--- src/rtl/dmac_pkg.sv ---
// Shared types, AXI constants and burst sizing for the DMA data mover.
package dmac_pkg;

    localparam int unsigned MAX_BEATS = 4;

    localparam logic [2:0] SIZE_4B    = 3'b010;
    localparam logic [1:0] BURST_INCR = 2'b01;
    localparam logic [1:0] RESP_OKAY  = 2'b00;

    typedef enum logic [2:0] {
        StIdle,
        StRreq,
        StRdata,
        StWreq,
        StWdata,
        StWresp
    } state_e;

    // Burst length in words. A burst stops at the remaining word count, the
    // buffer depth, and the next 4KB page of either address, whichever is
    // nearest. Offsets are the low 12 address bits; bits [1:0] are ignored.
    function automatic logic [2:0] calc_beats(input logic [13:0] remaining,
                                              input logic [11:0] src_off,
                                              input logic [11:0] dst_off);
        logic [13:0] beats;
        logic [13:0] room_src;
        logic [13:0] room_dst;
        beats    = 14'(MAX_BEATS);
        room_src = 14'd1024 - {4'd0, src_off[11:2]};
        room_dst = 14'd1024 - {4'd0, dst_off[11:2]};
        if (remaining < beats) beats = remaining;
        if (room_src < beats)  beats = room_src;
        if (room_dst < beats)  beats = room_dst;
        return beats[2:0];
    endfunction

endpackage

--- src/rtl/dmac_engine_if.sv ---
// AXI4 master port of the DMA engine: AR, R, AW, W and B channels.
interface dmac_engine_if #(
    parameter int unsigned ADDR_W = 32,
    parameter int unsigned DATA_W = 32
);
    logic              arvalid_o;
    logic              arready_i;
    logic [ADDR_W-1:0] araddr_o;
    logic [3:0]        arlen_o;
    logic [2:0]        arsize_o;
    logic [1:0]        arburst_o;

    logic              rvalid_i;
    logic              rready_o;
    logic [DATA_W-1:0] rdata_i;
    logic [1:0]        rresp_i;
    logic              rlast_i;

    logic              awvalid_o;
    logic              awready_i;
    logic [ADDR_W-1:0] awaddr_o;
    logic [3:0]        awlen_o;
    logic [2:0]        awsize_o;
    logic [1:0]        awburst_o;

    logic              wvalid_o;
    logic              wready_i;
    logic [DATA_W-1:0] wdata_o;
    logic [3:0]        wstrb_o;
    logic              wlast_o;

    logic              bvalid_i;
    logic              bready_o;
    logic [1:0]        bresp_i;

    modport master (
        output arvalid_o, araddr_o, arlen_o, arsize_o, arburst_o,
        input  arready_i,
        input  rvalid_i, rdata_i, rresp_i, rlast_i,
        output rready_o,
        output awvalid_o, awaddr_o, awlen_o, awsize_o, awburst_o,
        input  awready_i,
        output wvalid_o, wdata_o, wstrb_o, wlast_o,
        input  wready_i,
        input  bvalid_i, bresp_i,
        output bready_o
    );

    modport slave (
        input  arvalid_o, araddr_o, arlen_o, arsize_o, arburst_o,
        output arready_i,
        output rvalid_i, rdata_i, rresp_i, rlast_i,
        input  rready_o,
        input  awvalid_o, awaddr_o, awlen_o, awsize_o, awburst_o,
        output awready_i,
        input  wvalid_o, wdata_o, wstrb_o, wlast_o,
        output wready_i,
        output bvalid_i, bresp_i,
        input  bready_o
    );

endinterface

--- src/rtl/dmac_buf.sv ---
// Burst staging buffer: filled in order by read beats, drained in order by
// write beats. clr rewinds both indices at the start of each burst.
module dmac_buf #(
    parameter int unsigned DEPTH  = 4,
    parameter int unsigned DATA_W = 32,
    localparam int unsigned IDX_W = $clog2(DEPTH)
) (
    input  logic              clk,
    input  logic              rst_n,
    input  logic              clr,
    input  logic              wr_en,
    input  logic [DATA_W-1:0] wr_data,
    input  logic              rd_en,
    output logic [DATA_W-1:0] rd_data,
    output logic [IDX_W-1:0]  wr_idx,
    output logic [IDX_W-1:0]  rd_idx
);

    logic [DATA_W-1:0] mem_q [DEPTH];
    logic [IDX_W-1:0]  wr_idx_q;
    logic [IDX_W-1:0]  rd_idx_q;

    // Storage and both indices; everything clears on reset.
    always_ff @(posedge clk or negedge rst_n) begin
        if (!rst_n) begin
            for (int i = 0; i < int'(DEPTH); i++) mem_q[i] <= '0;
            wr_idx_q <= '0;
            rd_idx_q <= '0;
        end else if (clr) begin
            wr_idx_q <= '0;
            rd_idx_q <= '0;
        end else begin
            if (wr_en) begin
                mem_q[wr_idx_q] <= wr_data;
                wr_idx_q        <= wr_idx_q + 1'b1;
            end
            if (rd_en) rd_idx_q <= rd_idx_q + 1'b1;
        end
    end

    assign rd_data = mem_q[rd_idx_q];
    assign wr_idx  = wr_idx_q;
    assign rd_idx  = rd_idx_q;

endmodule

--- src/rtl/dmac_engine.sv ---
// DMA data mover: copies byte_len/4 words from src to dst as read-burst /
// write-burst pairs of up to MAX_BEATS words, never crossing a 4KB page.
module dmac_engine
    import dmac_pkg::*;
#(
    parameter int unsigned ADDR_W = 32,
    parameter int unsigned DATA_W = 32,
    parameter int unsigned LEN_W  = 16
) (
    input  logic              clk,
    input  logic              rst_n,
    input  logic [ADDR_W-1:0] src_addr_i,
    input  logic [ADDR_W-1:0] dst_addr_i,
    input  logic [LEN_W-1:0]  byte_len_i,
    input  logic              start_i,
    output logic              done_o,
    output logic              err_o,
    dmac_engine_if.master     axi
);

    localparam int unsigned WORDS_W = LEN_W - 2;
    localparam int unsigned IDX_W   = $clog2(MAX_BEATS);

    state_e             state_q, state_d;
    logic [ADDR_W-1:0]  src_q, dst_q;
    logic [WORDS_W-1:0] rem_q;
    logic [2:0]         beats_q;
    logic               err_q;

    logic [WORDS_W-1:0] words;
    logic [ADDR_W-1:0]  step, src_nxt, dst_nxt;
    logic [WORDS_W-1:0] rem_nxt;
    logic               rd_beat, wr_beat, last_rd, last_wr;
    logic [DATA_W-1:0]  buf_rd_data;
    logic [IDX_W-1:0]   buf_wr_idx, buf_rd_idx;

    assign words   = byte_len_i[LEN_W-1:2];
    assign step    = ADDR_W'({beats_q, 2'b00});
    assign src_nxt = src_q + step;
    assign dst_nxt = dst_q + step;
    assign rem_nxt = rem_q - WORDS_W'(beats_q);
    assign rd_beat = (state_q == StRdata) && axi.rvalid_i;
    assign wr_beat = (state_q == StWdata) && axi.wready_i;
    // The beat count, not rlast, closes a read burst.
    assign last_rd = (buf_wr_idx == IDX_W'(beats_q - 3'd1));
    assign last_wr = (buf_rd_idx == IDX_W'(beats_q - 3'd1));

    dmac_buf #(
        .DEPTH (MAX_BEATS),
        .DATA_W(DATA_W)
    ) u_buf (
        .clk    (clk),
        .rst_n  (rst_n),
        .clr    (state_q == StRreq),
        .wr_en  (rd_beat),
        .wr_data(axi.rdata_i),
        .rd_en  (wr_beat),
        .rd_data(buf_rd_data),
        .wr_idx (buf_wr_idx),
        .rd_idx (buf_rd_idx)
    );

    // State register.
    always_ff @(posedge clk or negedge rst_n) begin
        if (!rst_n) state_q <= StIdle;
        else        state_q <= state_d;
    end

    // Next-state: one read burst into the buffer, then one write burst out.
    always_comb begin
        state_d = state_q;
        unique case (state_q)
            StIdle:  if (start_i && words != '0) state_d = StRreq;
            StRreq:  if (axi.arready_i) state_d = StRdata;
            StRdata: if (axi.rvalid_i && last_rd) state_d = StWreq;
            StWreq:  if (axi.awready_i) state_d = StWdata;
            StWdata: if (axi.wready_i && last_wr) state_d = StWresp;
            StWresp: if (axi.bvalid_i) state_d = (rem_nxt == '0) ? StIdle : StRreq;
            default: state_d = StIdle;
        endcase
    end

    // Transfer bookkeeping; beats is recomputed whenever RREQ is entered.
    always_ff @(posedge clk or negedge rst_n) begin
        if (!rst_n) begin
            src_q   <= '0;
            dst_q   <= '0;
            rem_q   <= '0;
            beats_q <= '0;
            err_q   <= 1'b0;
        end else begin
            if (state_q == StIdle && start_i) begin
                err_q <= 1'b0;
                if (words != '0) begin
                    src_q   <= src_addr_i;
                    dst_q   <= dst_addr_i;
                    rem_q   <= words;
                    beats_q <= calc_beats(14'(words), src_addr_i[11:0], dst_addr_i[11:0]);
                end
            end
            if (rd_beat && axi.rresp_i != RESP_OKAY) err_q <= 1'b1;
            if (state_q == StWresp && axi.bvalid_i) begin
                if (axi.bresp_i != RESP_OKAY) err_q <= 1'b1;
                src_q   <= src_nxt;
                dst_q   <= dst_nxt;
                rem_q   <= rem_nxt;
                beats_q <= calc_beats(14'(rem_nxt), src_nxt[11:0], dst_nxt[11:0]);
            end
        end
    end

    // Channel valids/readies decoded from state.
    always_comb begin
        axi.arvalid_o = 1'b0;
        axi.rready_o  = 1'b0;
        axi.awvalid_o = 1'b0;
        axi.wvalid_o  = 1'b0;
        axi.bready_o  = 1'b0;
        unique case (state_q)
            StRreq:  axi.arvalid_o = 1'b1;
            StRdata: axi.rready_o  = 1'b1;
            StWreq:  axi.awvalid_o = 1'b1;
            StWdata: axi.wvalid_o  = 1'b1;
            StWresp: axi.bready_o  = 1'b1;
            default: ;
        endcase
    end

    assign axi.araddr_o  = {src_q[ADDR_W-1:2], 2'b00};
    assign axi.arlen_o   = {1'b0, beats_q} - 4'd1;
    assign axi.arsize_o  = SIZE_4B;
    assign axi.arburst_o = BURST_INCR;
    assign axi.awaddr_o  = {dst_q[ADDR_W-1:2], 2'b00};
    assign axi.awlen_o   = {1'b0, beats_q} - 4'd1;
    assign axi.awsize_o  = SIZE_4B;
    assign axi.awburst_o = BURST_INCR;
    assign axi.wdata_o   = buf_rd_data;
    assign axi.wstrb_o   = 4'hF;
    assign axi.wlast_o   = (state_q == StWdata) && last_wr;

    assign done_o = (state_q == StIdle);
    assign err_o  = err_q;

endmodule

--- src/flat_wrapper.sv ---
// flat-port wrapper written by rule: the top's interface ports become plain ports
module dmac_engine_flat import dmac_pkg::*;
#(
    parameter int unsigned ADDR_W = 32,
    parameter int unsigned DATA_W = 32,
    parameter int unsigned LEN_W  = 16
)
  (clk, rst_n, src_addr_i, dst_addr_i, byte_len_i, start_i, done_o, err_o, axi_arvalid_o, axi_araddr_o, axi_arlen_o, axi_arsize_o, axi_arburst_o, axi_arready_i, axi_rvalid_i, axi_rdata_i, axi_rresp_i, axi_rlast_i, axi_rready_o, axi_awvalid_o, axi_awaddr_o, axi_awlen_o, axi_awsize_o, axi_awburst_o, axi_awready_i, axi_wvalid_o, axi_wdata_o, axi_wstrb_o, axi_wlast_o, axi_wready_i, axi_bvalid_i, axi_bresp_i, axi_bready_o);
  dmac_engine_if #(.ADDR_W(ADDR_W), .DATA_W(DATA_W)) axi_i ();
  input  logic clk;
  input  logic rst_n;
  input  logic [ADDR_W-1:0] src_addr_i;
  input  logic [ADDR_W-1:0] dst_addr_i;
  input  logic [LEN_W-1:0] byte_len_i;
  input  logic start_i;
  output logic done_o;
  output logic err_o;
  output wire logic [$bits(axi_i.arvalid_o)-1:0] axi_arvalid_o;
  output wire logic [$bits(axi_i.araddr_o)-1:0] axi_araddr_o;
  output wire logic [$bits(axi_i.arlen_o)-1:0] axi_arlen_o;
  output wire logic [$bits(axi_i.arsize_o)-1:0] axi_arsize_o;
  output wire logic [$bits(axi_i.arburst_o)-1:0] axi_arburst_o;
  input wire logic [$bits(axi_i.arready_i)-1:0] axi_arready_i;
  input wire logic [$bits(axi_i.rvalid_i)-1:0] axi_rvalid_i;
  input wire logic [$bits(axi_i.rdata_i)-1:0] axi_rdata_i;
  input wire logic [$bits(axi_i.rresp_i)-1:0] axi_rresp_i;
  input wire logic [$bits(axi_i.rlast_i)-1:0] axi_rlast_i;
  output wire logic [$bits(axi_i.rready_o)-1:0] axi_rready_o;
  output wire logic [$bits(axi_i.awvalid_o)-1:0] axi_awvalid_o;
  output wire logic [$bits(axi_i.awaddr_o)-1:0] axi_awaddr_o;
  output wire logic [$bits(axi_i.awlen_o)-1:0] axi_awlen_o;
  output wire logic [$bits(axi_i.awsize_o)-1:0] axi_awsize_o;
  output wire logic [$bits(axi_i.awburst_o)-1:0] axi_awburst_o;
  input wire logic [$bits(axi_i.awready_i)-1:0] axi_awready_i;
  output wire logic [$bits(axi_i.wvalid_o)-1:0] axi_wvalid_o;
  output wire logic [$bits(axi_i.wdata_o)-1:0] axi_wdata_o;
  output wire logic [$bits(axi_i.wstrb_o)-1:0] axi_wstrb_o;
  output wire logic [$bits(axi_i.wlast_o)-1:0] axi_wlast_o;
  input wire logic [$bits(axi_i.wready_i)-1:0] axi_wready_i;
  input wire logic [$bits(axi_i.bvalid_i)-1:0] axi_bvalid_i;
  input wire logic [$bits(axi_i.bresp_i)-1:0] axi_bresp_i;
  output wire logic [$bits(axi_i.bready_o)-1:0] axi_bready_o;
  assign axi_arvalid_o = axi_i.arvalid_o;
  assign axi_araddr_o = axi_i.araddr_o;
  assign axi_arlen_o = axi_i.arlen_o;
  assign axi_arsize_o = axi_i.arsize_o;
  assign axi_arburst_o = axi_i.arburst_o;
  assign axi_i.arready_i = axi_arready_i;
  assign axi_i.rvalid_i = axi_rvalid_i;
  assign axi_i.rdata_i = axi_rdata_i;
  assign axi_i.rresp_i = axi_rresp_i;
  assign axi_i.rlast_i = axi_rlast_i;
  assign axi_rready_o = axi_i.rready_o;
  assign axi_awvalid_o = axi_i.awvalid_o;
  assign axi_awaddr_o = axi_i.awaddr_o;
  assign axi_awlen_o = axi_i.awlen_o;
  assign axi_awsize_o = axi_i.awsize_o;
  assign axi_awburst_o = axi_i.awburst_o;
  assign axi_i.awready_i = axi_awready_i;
  assign axi_wvalid_o = axi_i.wvalid_o;
  assign axi_wdata_o = axi_i.wdata_o;
  assign axi_wstrb_o = axi_i.wstrb_o;
  assign axi_wlast_o = axi_i.wlast_o;
  assign axi_i.wready_i = axi_wready_i;
  assign axi_i.bvalid_i = axi_bvalid_i;
  assign axi_i.bresp_i = axi_bresp_i;
  assign axi_bready_o = axi_i.bready_o;
  dmac_engine #(.ADDR_W(ADDR_W), .DATA_W(DATA_W), .LEN_W(LEN_W)) u_core (.clk(clk), .rst_n(rst_n), .src_addr_i(src_addr_i), .dst_addr_i(dst_addr_i), .byte_len_i(byte_len_i), .start_i(start_i), .done_o(done_o), .err_o(err_o), .axi(axi_i));
endmodule
--- config.mk ---
export PLATFORM = sky130hd
export DESIGN_NAME = dmac_engine_flat
export DESIGN_NICKNAME = d
export VERILOG_FILES = /design/src/rtl/dmac_pkg.sv /design/src/rtl/dmac_engine_if.sv /design/src/rtl/dmac_buf.sv /design/src/rtl/dmac_engine.sv /design/src/flat_wrapper.sv
export SDC_FILE = /design/constraint.sdc
export NUM_CORES = 1
export LEC_CHECK = 0
export BUFFER_PORTS_ARGS = -buffer_cell sky130_fd_sc_hd__buf_4
export CORE_ASPECT_RATIO = 0.75
export CORE_MARGIN = 3
export CORE_UTILIZATION = 36
export DETAILED_ROUTE_END_ITERATION = 10
export MAX_ROUTING_LAYER = met4
export PLACE_DENSITY = 0.53
export SLEW_MARGIN = 40
export SYNTH_ARGS = -nofsm -noshare
export SYNTH_HDL_FRONTEND = slang
export SYNTH_SLANG_ARGS = --single-unit
--- constraint.sdc ---
create_clock -name clk -period 6.7 [get_ports clk]
set_input_delay 1.675 -clock clk [delete_from_list [all_inputs] [get_ports clk]]
set_output_delay 1.675 -clock clk [all_outputs]
set_load 0.02 [all_outputs]
==> flow_metrics.tcl <==
set metrics [dict create \
    status "complete, no violations" \
    synth_cells 1246 \
    seq_area_frac_synth_pct 41.3 \
    cts_setup_buffers 0 \
    drtPass1Iterations 6 \
    synthFlopType "dfrtp_1" \
    synth_area_leaders "dfrtp_1, mux2_2, ha_1, mux4_2, nand2_1" \
    rsz0062_at_grt "false" \
    core_area_mm2 0.0350 \
    met3_length_um 2950 \
    yosysTopAreaCellShare_pct 41.3 \
    antennaDiodeCount 0 \
    drt_iter0_drc 738 \
    viasPerCell 5.42 \
    dieArea_mm2 0.0382 \
    p_switching_mw 3.48 \
    intPower_mw 4.55 \
    cts_resized 0 \
    r2r_setup_slack_ns 0.61 \
    portBuffers 225 \
    die_x_um 225 \
    clockBufferDepth 3 \
    p_leak_nw 7.24 \
    min_path_type "reg -> reg" \
    start_kind "flip-flop" \
    place_congestion 0.855 \
    hpwl_um 27400 \
    antenna_left 0 \
    maxSlewHeadroom_pct 54.5 \
    critical_path_class "reg -> reg" \
    pwr-share-clk_pct 15.9 \
    cts-buffers-inserted 25 \
    final_cell_count_no_fill 1937 \
    grt_max_degree 71 \
    finClkSkew_ns 0.0119 \
    wl_per_cell_um 19.7 \
    dr_wl_met2_um 16500 \
    maxCapViolCount 0 \
    final-hold-violation-count 0 \
    finalSetupViolations 0 \
    synth_common_cells "dfrtp_1, mux2_2, nand2_1" \
    h-tree-depth 1 \
    yosysTopAreaCell "dfrtp_1" \
    p_seq_share_pct 29.3 \
    avgSynthCellArea_um2 10.4 \
    yosys_warnings 0 \
    r2r_end "u_core.beats_q[2]" \
    wl_met1_um 18200 \
    top_layer_used "met4" \
    die_y_um 170 \
    nets 1653 \
    critPathCaptureType "flip-flop" \
    row_count 59 \
    initial_utilization_pct 36.9 \
    holdPathEnd "u_core.err_o" \
    wl_um 38100 \
    syn_to_final_growth_pct 22.9 \
    cts.clk_slew.worst_paths_ns 0.07 \
    grtUsageTotal_pct 20.3 \
    yosysMostFrequentCell "dfrtp_1" \
    drcViolationCount 0 \
    grt_pass1_vias 10483 \
    overflow 0 \
    grt_first_pass_wirelength_um 60300 \
    synth_edf_count 0 \
    insertion_delay_ns 0.52 \
    hold_depth 2 \
    swShare_pct 43.3 \
    arrival_ns 6.50 \
    ys_ff_latch 213 \
    final.setup.tns_ns 0 \
    comb_power_share_pct 54.8 \
    fin_crit_ns 6.09 \
    required_ns 7.11 \
    worst-r2r-cell-count 23 \
    placed_cells 1896 \
    dp_slack_ns 0.475 \
    ios 251 \
    drive_gt1_share_pct 32.0 \
    ir_worst_vdd_uv 206 \
    path_max_fanout 8 \
    vias 10493 \
    setup_ws_ns 0.606 \
    holdBufCountCts 0 \
    worstMarginPinSlew_ns 0.682 \
    fmax_mhz 164 \
    yosysUniqueCellTypes 81 \
    cts.sinks 213 \
    power.density_mw_per_mm2 506 \
    r2r-start "u_core.beats_q[0]" \
    postSynth.asyncResetShare_pct 100 \
    final-max-slew-violation-count 0 \
    cts.root.buffer_cell "clkbuf_16" \
    hold_start "u_core.err_o" \
    antenna_found_initial 1 \
    finalCritPeriodShare_pct 91.0 \
    netlist_area_mm2 0.0129 \
    fin_hold_ws_ns 0.496 \
    fin_util_pct 45.4 \
    tritoncts "yes" \
]
[routing by layer]
| metal | vias to the layer above | GRT usage (%) |
|---|---|---|
| met5 | - | - |
| met4 | 0 | 2.95 |
| met3 | 34 | 5.23 |
| met2 | 295 | 29.9 |
| met1 | 5181 | 28.8 |
| li1 | 4983 | - |
[per-stage QoR]
step                      power (mW)  instance area, µm²
after floorplan                 5.27               13000
after global placement          6.71               15100
after detailed placement        6.79               15100
after CTS                       8.11               15800
after global routing            8.69               15900
final                           8.04               15900
[power groups by stage]
| stage | combinational [mW] | clock [mW] | sequential (mW) |
|---|---|---|---|
| 2_1_floorplan | 2.93 | 0 | 2.34 |
| 3_3_place_gp | 4.36 | 0 | 2.35 |
| 3_5_place_dp | 4.43 | 0 | 2.36 |
| 4_1_cts | 4.44 | 1.32 | 2.35 |
| 5_1_grt | 4.88 | 1.37 | 2.44 |
| 6_report | 4.41 | 1.28 | 2.35 |
[worst max path at each step]
stage                        endpoint  slack [ns]               from
floorplan           u_core.beats_q[2]        1.18    u_core.src_q[2]
global placement    u_core.beats_q[2]        0.58  u_core.beats_q[0]
detailed placement  u_core.beats_q[0]        0.47      src_addr_i[6]
CTS                 u_core.beats_q[2]        0.47  u_core.beats_q[1]
global route        u_core.beats_q[2]         0.1  u_core.beats_q[0]
finish              u_core.beats_q[2]        0.61  u_core.beats_q[0]
[cell families (layout without fill, tap and decap cells)]
group           after synthesis  in the layout  synth area share (%)
fa+ha+maj                    61             61                  6.08
xor+xnor                     54             54                  3.66
mux                         169            169                  17.5
other cells                   2             34                0.0582
simple gates                403            403                  15.0
flops                       213            213                  41.3
buf+inv                     119            321                  4.20
compound gates              225            225                  12.2
[critical path: stages (launching register included)]
cell	delay, ns
dfrtp_1	0.47
ha_1	0.25
fa_1	0.41
xor2_1	0.19
or3_1	0.42
mux2_2	0.31
a31oi_1	0.21
xor2_1	0.27
ha_1	0.28
and4_1	0.22
a21oi_1	0.14
a21oi_1	0.12
nand2b_1	0.23
nor2_2	0.32
nand2_1	0.11
ha_1	0.30
a21oi_1	0.13
o21ai_0	0.13
nor4_1	0.29
o2111ai_1	0.21
nor4_2	0.23
nor3_1	0.11
mux2_1	0.36
o221a_2	0.25
[area by class of cell]
cell class | instances | area [µm²]
Clock buffer | 34 | 709
Clock inverter | 6 | 37.5
Fill cell | 3342 | 19100
Inverter | 34 | 128
Multi-Input combinational cell | 946 | 7190
Sequential cell | 213 | 5330
Tap cell | 457 | 572
Timing Repair Buffer | 247 | 1910
[sequential cells by signal (all words and copies together), names as in the netlist]
register and cells:
u_core.u_buf.mem_q 128, u_core.rem_q 14, u_core.err_o 1, u_core.dst_q 30, u_core.beats_q 3, u_core.u_buf.rd_idx 2
u_core.u_buf.wr_idx 2, u_core.src_q 30, u_core.state_q 3
[cells in the final DEF, fill, tap and decap left out, types with 35 or more instances in the layout]
cell type / synthesis / routed
nor3_1: 36 / 36
o21ai_0: 56 / 56
ha_1: 58 / 58
dfrtp_1: 213 / 212
buf_4: 22 / 242
mux2_2: 132 / 132
nand3_1: 41 / 41
nor2_1: 95 / 92
a21oi_1: 35 / 35
nand2_1: 124 / 123
(Power assumes the default switching activity.)
